[src/rtl/arm_shift_sequencer.sv]
// -----------------------------------------------------------------------------
// arm_shift_sequencer
//
// Iterative ARM operand-2 shifter for register-specified shifts (LSL, LSR,
// ASR, ROR by Rs[7:0]). One single-bit step is performed per cycle, so a
// shift by n costs n+1 cycles from accept to the done pulse. The bit-serial
// stepping reproduces the ARM boundary semantics for amounts of 32 and above
// without any special-case datapath.
//
// Ports:
//   clk        in   1   system clock, rising edge
//   rst_n      in   1   asynchronous active-low reset
//   start      in   1   request pulse, accepted only in IDLE or DONE
//   abort      in   1   synchronous cancel of an in-flight shift
//   shift_type in   2   00 LSL, 01 LSR, 10 ASR, 11 ROR
//   amount     in   8   shift amount (Rs[7:0])
//   operand    in  32   value to shift (Rm)
//   carry_in   in   1   current CPSR C flag
//   busy       out  1   high while shifting
//   done       out  1   one-cycle pulse, result/carry_out valid
//   result     out 32   shifted operand, held until the next completion
//   carry_out  out  1   shifter carry-out, held with result
// -----------------------------------------------------------------------------
module arm_shift_sequencer (
  input  logic        clk,
  input  logic        rst_n,
  input  logic        start,
  input  logic        abort,
  input  logic [1:0]  shift_type,
  input  logic [7:0]  amount,
  input  logic [31:0] operand,
  input  logic        carry_in,
  output logic        busy,
  output logic        done,
  output logic [31:0] result,
  output logic        carry_out
);

  localparam logic [1:0] TYPE_LSL = 2'b00;
  localparam logic [1:0] TYPE_LSR = 2'b01;
  localparam logic [1:0] TYPE_ASR = 2'b10;
  localparam logic [1:0] TYPE_ROR = 2'b11;

  typedef enum logic [1:0] {
    ST_IDLE  = 2'd0,
    ST_SHIFT = 2'd1,
    ST_DONE  = 2'd2
  } state_t;

  // Number of single-bit steps needed. Amounts past 33 (LSL/LSR) or 32 (ASR)
  // give the same answer as the clamp value, so the counter stays 6 bits wide.
  // ROR only cares about amount mod 32, with a full 32-step turn standing in
  // for nonzero multiples of 32 so the carry picks up operand[31].
  function automatic logic [5:0] iter_count(input logic [1:0] t,
                                            input logic [7:0] amt);
    logic [5:0] n;
    n = 6'd0;
    if (amt == 8'd0) begin
      n = 6'd0;
    end else begin
      case (t)
        TYPE_LSL, TYPE_LSR: n = (amt >= 8'd33) ? 6'd33 : amt[5:0];
        TYPE_ASR:           n = (amt >= 8'd32) ? 6'd32 : amt[5:0];
        TYPE_ROR:           n = (amt[4:0] == 5'd0) ? 6'd32 : {1'b0, amt[4:0]};
        default:            n = 6'd0;
      endcase
    end
    return n;
  endfunction

  // One single-bit shift step; returns {new_carry, new_word}.
  function automatic logic [32:0] shift_step(input logic [1:0]  t,
                                             input logic [31:0] w,
                                             input logic        c);
    logic [32:0] r;
    r = {c, w};
    case (t)
      TYPE_LSL: r = {w[31], w[30:0], 1'b0};
      TYPE_LSR: r = {w[0], 1'b0, w[31:1]};
      TYPE_ASR: r = {w[0], w[31], w[31:1]};
      TYPE_ROR: r = {w[0], w[0], w[31:1]};
      default:  r = {c, w};
    endcase
    return r;
  endfunction

  state_t      state_r;
  state_t      state_nxt_s;
  logic [5:0]  cnt_r;
  logic [31:0] work_r;
  logic        wcarry_r;
  logic [1:0]  type_r;
  logic        busy_r;
  logic        done_r;
  logic [31:0] result_r;
  logic        carry_out_r;

  logic        accept_s;
  logic [5:0]  count_s;
  logic [32:0] step_s;
  logic        busy_nxt_s;
  logic        done_nxt_s;
  logic [31:0] result_nxt_s;
  logic        carry_nxt_s;

  assign accept_s = start && ((state_r == ST_IDLE) || (state_r == ST_DONE));
  assign count_s  = iter_count(shift_type, amount);
  assign step_s   = shift_step(type_r, work_r, wcarry_r);

  // State register
  always_ff @(posedge clk or negedge rst_n) begin
    if (!rst_n) begin
      state_r <= ST_IDLE;
    end else begin
      state_r <= state_nxt_s;
    end
  end

  // Next-state logic; abort outranks the final step completing
  always_comb begin
    state_nxt_s = state_r;
    case (state_r)
      ST_IDLE, ST_DONE: begin
        if (start) begin
          state_nxt_s = (count_s == 6'd0) ? ST_DONE : ST_SHIFT;
        end else begin
          state_nxt_s = ST_IDLE;
        end
      end
      ST_SHIFT: begin
        if (abort) begin
          state_nxt_s = ST_IDLE;
        end else if (cnt_r == 6'd1) begin
          state_nxt_s = ST_DONE;
        end else begin
          state_nxt_s = ST_SHIFT;
        end
      end
      default: state_nxt_s = ST_IDLE;
    endcase
  end

  // Output logic: next values of the registered outputs, decided from the
  // upcoming state so the flops line up with the state they describe
  always_comb begin
    busy_nxt_s   = (state_nxt_s == ST_SHIFT);
    done_nxt_s   = (state_nxt_s == ST_DONE);
    result_nxt_s = result_r;
    carry_nxt_s  = carry_out_r;
    if (done_nxt_s) begin
      if (accept_s) begin
        // zero-step request: operand and carry pass straight through
        result_nxt_s = operand;
        carry_nxt_s  = carry_in;
      end else begin
        result_nxt_s = step_s[31:0];
        carry_nxt_s  = step_s[32];
      end
    end else begin
      result_nxt_s = result_r;
      carry_nxt_s  = carry_out_r;
    end
  end

  // Output registers
  always_ff @(posedge clk or negedge rst_n) begin
    if (!rst_n) begin
      busy_r      <= 1'b0;
      done_r      <= 1'b0;
      result_r    <= 32'd0;
      carry_out_r <= 1'b0;
    end else begin
      busy_r      <= busy_nxt_s;
      done_r      <= done_nxt_s;
      result_r    <= result_nxt_s;
      carry_out_r <= carry_nxt_s;
    end
  end

  // Working datapath: load on accept, step once per SHIFT cycle
  always_ff @(posedge clk or negedge rst_n) begin
    if (!rst_n) begin
      cnt_r    <= 6'd0;
      work_r   <= 32'd0;
      wcarry_r <= 1'b0;
      type_r   <= 2'b00;
    end else if (accept_s) begin
      cnt_r    <= count_s;
      work_r   <= operand;
      wcarry_r <= carry_in;
      type_r   <= shift_type;
    end else if ((state_r == ST_SHIFT) && !abort) begin
      cnt_r    <= cnt_r - 6'd1;
      work_r   <= step_s[31:0];
      wcarry_r <= step_s[32];
    end else begin
      cnt_r    <= cnt_r;
      work_r   <= work_r;
      wcarry_r <= wcarry_r;
    end
  end

  assign busy      = busy_r;
  assign done      = done_r;
  assign result    = result_r;
  assign carry_out = carry_out_r;

endmodule

[config.mk]
export PLATFORM = sky130hd
export DESIGN_NAME = arm_shift_sequencer
export DESIGN_NICKNAME = d
export VERILOG_FILES = /design/src/rtl/arm_shift_sequencer.sv
export SDC_FILE = /design/constraint.sdc
export NUM_CORES = 1
export LEC_CHECK = 0
export CAP_MARGIN = 20
export CELL_PAD_IN_SITES_DETAIL_PLACEMENT = 0
export CELL_PAD_IN_SITES_GLOBAL_PLACEMENT = 1
export CORE_ASPECT_RATIO = 1.25
export CORE_MARGIN = 8
export CORE_UTILIZATION = 41
export CTS_CLUSTER_SIZE = 25
export DETAILED_ROUTE_END_ITERATION = 10
export PLACE_DENSITY_LB_ADDON = 0.1
export SETUP_SLACK_MARGIN = 0.02
export SLEW_MARGIN = 20
export SYNTH_ARGS = -nofsm -noshare
export SYNTH_HDL_FRONTEND = slang
export SYNTH_SLANG_ARGS = --single-unit
[constraint.sdc]
create_clock -name clk -period 2.3 [get_ports clk]
set_input_delay 0.23 -clock clk [delete_from_list [all_inputs] [get_ports clk]]
set_output_delay 0.23 -clock clk [all_outputs]
set_load 0.01 [all_outputs]
# Word level (Yosys, flattened, before mapping)

Index checks and enable logic that the tools add are counted.

Register bits: 77
Bits of input ports: 47
Output and inout port bits: 35
Logic and storage cells: 52

$add $sub $neg: 1
Order comparisons: 2
Equal/unequal tests: 11
Muxes and demuxes: 17
Reductions and logical operators: 13

Operators by type and width:

| cell                                                               | count |
|---|---|
| case mux 33 bit (4 select lines)                                   | 1 |
| 2-to-1 mux 32 bit                                                  | 3 |
| 2-to-1 mux 6 bit                                                   | 6 |
| case mux 6 bit (3 select lines)                                    | 1 |
| greater-or-equal comparator 8 x 6 -> 1 bit (second input constant) | 2 |
| equality test 2 bit (second input constant)                        | 6 |
| equality test 2 x 1 -> 1 bit (second input constant)               | 4 |
| logical NOT 8 bit                                                  | 1 |
| 2-to-1 mux 2 bit                                                   | 4 |
| equality test 6 x 1 -> 1 bit (second input constant)               | 1 |
| logical NOT 2 bit                                                  | 3 |
| logical NOT 6 bit                                                  | 1 |
| subtractor 6 x 1 -> 6 bit (second input constant)                  | 1 |
| logical NOT 5 bit                                                  | 1 |
| case mux 2 bit (2 select lines)                                    | 1 |
| OR reduction 2 bit                                                 | 2 |
| logical AND 1 bit                                                  | 2 |
| nonzero test 2 bit                                                 | 1 |
| logical NOT 1 bit                                                  | 1 |
| logical OR 1 bit                                                   | 1 |
| 2-to-1 mux 1 bit                                                   | 1 |

# Logic depth before layout (Yosys ltp)

Gate-level depths: netlist (run 1).

Depth after elaboration: 9
Gate-level depth with buffers: 7
Gate-level depth less buffers: 5

# Worst setup path before layout (run 1)

Ideal clock, no wire load.

Path kind: register to register
Start: register cnt_r[0]
End: register result_r[10] (netlist: result[10])
Setup time: 0.125 ns
Arrival time: 1.580 ns
Required time: 2.175 ns
Slack: 0.595 ns
Cell stages (with the launch flop): 7
Path buffers: 2
Clock period less this slack: 1.705 ns
Path through: dfrtp_1 > ha_1 > and4bb_1 > o2bb2a_4 > buf_6 > buf_8 > mux2_4

Cells in the longest elaborated chain, start to end: 5

Ends and longest elaborated chain:

| element                         | RTL line | RTL |
|---|---|---|
| start, declared                 | 89       | `logic [5:0] cnt_r;` |
| start signal, assigned          | 188      | `cnt_r <= count_s;` |
| start signal, assigned          | 193      | `cnt_r <= cnt_r - 6'd1;` |
| start signal, assigned          | 197      | `cnt_r <= cnt_r;` |
| equality test 6 x 1 -> 1 bit    | 133      | `end else if (cnt_r == 6'd1) begin` |
| 2-to-1 mux 2 bit                | 133      |  |
| 2-to-1 mux 2 bit                | 131      | `if (abort) begin` |
| case mux 2 bit (2 select lines) | 122      | `case (state_r)` |
| equality test 2 bit             | 147      | `done_nxt_s = (state_nxt_s == ST_DONE);` |
| end signal, assigned            | 175      | `result_r <= result_nxt_s;` |
| end, declared                   | 95       | `logic [31:0] result_r;` |

Every way passes these cells.
A chain may end at the register's enable or synchronous reset.

# Worst setup path in the final report (run 1)

Start: register cnt_r[0]
End: register result_r[18] (netlist: result[18])

The elaborated chain is that of the path after synthesis.

==> results.sh, run 1 <==
export IMPL_chipHeight_um=126
export IMPL_ioPinCount=82
export IMPL_maxSlewHeadroom_pct=51.8
export IMPL_instances_no_fill=534
export IMPL_met1_usage_pct=18.2
export IMPL_drt_wl_total_um=8870
export IMPL_grt_pass1_vias=3028
export IMPL_ir_drop_uv=519
export IMPL_worstMarginPinSlew_ns=0.723
export IMPL_ys_ff_latch=77
export IMPL_cp_slowest_cell="o2bb2a_4"
export IMPL_port_buffers=81
export IMPL_diodes=0
export IMPL_synth_edf_count=0
export IMPL_finalCritPeriodShare_pct=90.5
export IMPL_hold_class="in2async"
export IMPL_cts_buffer_depth=2
export IMPL_postRouteAntennaNets=0
export IMPL_antenna_found_initial=0
export IMPL_vias=2729
export IMPL_crit_family="compound AO/OA/AOI/OAI gates"
export IMPL_avgSynthCellArea_um2=12.2
export IMPL_drt_iter0_drc=131
export IMPL_fillCellCount=832
export IMPL_gr_usage_all_layers_pct=14.3
export IMPL_grt_pass1_wl_um=15300
export IMPL_dr_pass1_iters=4
export IMPL_worstPathRequired_ns=2.51
export IMPL_ys_types=38
export IMPL_fp_coreArea_mm2=0.00946
export IMPL_reg2reg_from="cnt_r[0]"
export IMPL_drv_cap=0
export IMPL_hold_violations=0
export IMPL_grt_max_degree=42
export IMPL_power_mw=6.63
export IMPL_maxClockFrequency_mhz=481
export IMPL_final_core_util_pct=54.7
export IMPL_die_w_um=104
export IMPL_min_period_ns=2.08
export IMPL_root_buffer="clkbuf_16"
export IMPL_worstSkewPairLatency_ns=0.33
export IMPL_seq_area_frac_synth_pct=49.0
export IMPL_fin_skew_ns=0.00844
export IMPL_cts_tree="done"
export IMPL_status="finished, final reports clean"
export IMPL_async_reset_ff_share_pct=100
export IMPL_grt_util_met3_pct=3.96
export IMPL_cp_data_arrival_time_ns=2.29
export IMPL_cts_resized=0
export IMPL_start_kind="register"
export IMPL_r2r_end="result[18]"
export IMPL_end_kind="register"
export IMPL_finalSetupTns_ns=0
export IMPL_crit_chain="ha_1 -> and4bb_1 -> o2bb2a_4 -> mux2_2"
export IMPL_top_usage_layer="met2"
export IMPL_syn_area_mm2=0.00393
export IMPL_drive_gt1_share_pct=24.0
export IMPL_critical_path_class="reg2reg"
export IMPL_reg2reg_depth=4
export IMPL_floorplan_initialDensity_pct=41.6
export IMPL_rsz0062_at_grt="false"
export IMPL_path_max_fanout=35
export IMPL_yosysWarnings=0
export IMPL_hpwl_um=6280
export IMPL_htreeDepth=3
export IMPL_grt_remaining_overflow=0
export IMPL_viasPerCell=5.11
export IMPL_place_gp_congestion=0.687
export IMPL_setup_viol=0
export IMPL_rrSetupSlack_ns=0.22
export IMPL_syn_num_nets=372
export IMPL_synth_main_ff_cell="dfrtp_1"
export IMPL_path_buf_inv=0
export IMPL_path_clk_slew_ns=0.06
export IMPL_cts_buffers_inserted=9
export IMPL_area_growth_synth_to_final_pct=31.5
export IMPL_leakagePower_nw=2.37
export IMPL_cts_hold_buffers=1
export IMPL_rows=40
export IMPL_place_inst=517
export IMPL_power_density_mw_per_mm2=1280
export IMPL_synthCells=323
export IMPL_dieArea_mm2=0.0130
export IMPL_met2_usage_pct=22.4
export IMPL_slowest_delay_ns=0.67
export IMPL_nets=452
export IMPL_slew_violations=0
export IMPL_cts_setup_buffers=0
export IMPL_drc=0
export IMPL_cts_sinks=77
export IMPL_wl_per_cell_um=16.6
## worst max path at each step
stage,start,endpoint,slack (ns),cells after the start
finish,cnt_r[0],result[18],0.22,4
global route,cnt_r[1],result[18],0.1,5
CTS,cnt_r[0],result[18],0.18,4
detailed placement,amount[0],result[18],0.15,5
global placement,amount[0],result[15],0.16,5
floorplan,cnt_r[0],result[10],0.59,6
## placed cells by master, fill, tap and decap left out, types with 4 or more instances in the layout
cell type / n
inv_1: 4
dfrtp_1: 77
o21ai_0: 38
mux2i_1: 34
mux2_4: 28
mux2_2: 37
buf_4: 7
nand2_1: 44
clkbuf_16: 9
nor2_1: 8
clkdlybuf4s50_1: 80
## cells in the mapped netlist (all sizes together) (2+ instances only)
cell type / count / area [um2]
ha: 2 / 25.0
inv: 4 / 15.0
a221oi: 2 / 17.5
dfrtp: 77 / 1930
nor2: 10 / 40.0
clkbuf: 8 / 30.0
a21o: 2 / 15.0
mux2i: 34 / 340
nand2: 45 / 171
nor4: 2 / 12.5
mux2: 65 / 837
buf: 12 / 119
o21ai: 38 / 190
a21oi: 2 / 10.0
a31o: 2 / 17.5
nor3b: 2 / 20.0
a31oi: 2 / 12.5
nor3: 4 / 36.3
## layer usage
layer	vias to the layer above	part of all wire, %
met3	8	4.6
met1	1347	46
met5	-	0
li1	1315	-
met2	59	48
met4	0	1.4
## cells by family after synthesis
logic type | Yosys count | share of synthesized area [%]
AOI/OAI and AO/OA | 53 | 8.11
DFF | 77 | 49.0
and+or+nand+nor | 68 | 8.17
adders and majority gates | 2 | 0.636
muxes | 99 | 29.9
buffers and inverters | 24 | 4.17
## final cells by class
class | count | area (um2) | share of cell area (%)
inverters | 4 | 15.0 | 0.290
clock inverters | 4 | 70.1 | 1.35
well taps | 126 | 158 | 3.05
repair buffers | 89 | 883 | 17.1
multi-input cells | 222 | 1860 | 36.0
flip-flops and latches | 77 | 1930 | 37.3
clock buffers | 12 | 256 | 4.96
## registers in the layout, indices dropped and copies added, names as in the netlist
name,count
busy,1
carry_out,1
cnt_r,6
done,1
result,32
state_r,2
type_r,2
work_r,32
## power breakdown
group	switching (mW)	internal [mW]
combinational	1.11	1.60
clock	0.526	1.01
sequential	0.447	1.94
total	2.08	4.55
## through the flow
step	worst slack [ns]	hold WS (ns)	area, um2
6_report	0.219	0.440	5170
3_3_place_gp	0.162	0.261	4840
3_5_place_dp	0.148	0.256	4840
2_1_floorplan	0.595	-0.0656	3930
4_1_cts	0.181	0.452	5170
5_1_grt	0.0960	0.490	5170
(Power assumes the default switching activity.)
==> inputs of run 2 (changes only) <==
--- a/config.mk
+++ b/config.mk
@@ -14,7 +14,6 @@
 export CTS_CLUSTER_SIZE = 25
 export DETAILED_ROUTE_END_ITERATION = 10
 export PLACE_DENSITY_LB_ADDON = 0.1
-export SETUP_SLACK_MARGIN = 0.02
 export SLEW_MARGIN = 20
 export SYNTH_ARGS = -nofsm -noshare
 export SYNTH_HDL_FRONTEND = slang
==> results of run 2 <==
No change in the layout: final DEF, timing and power equal those of run 1.
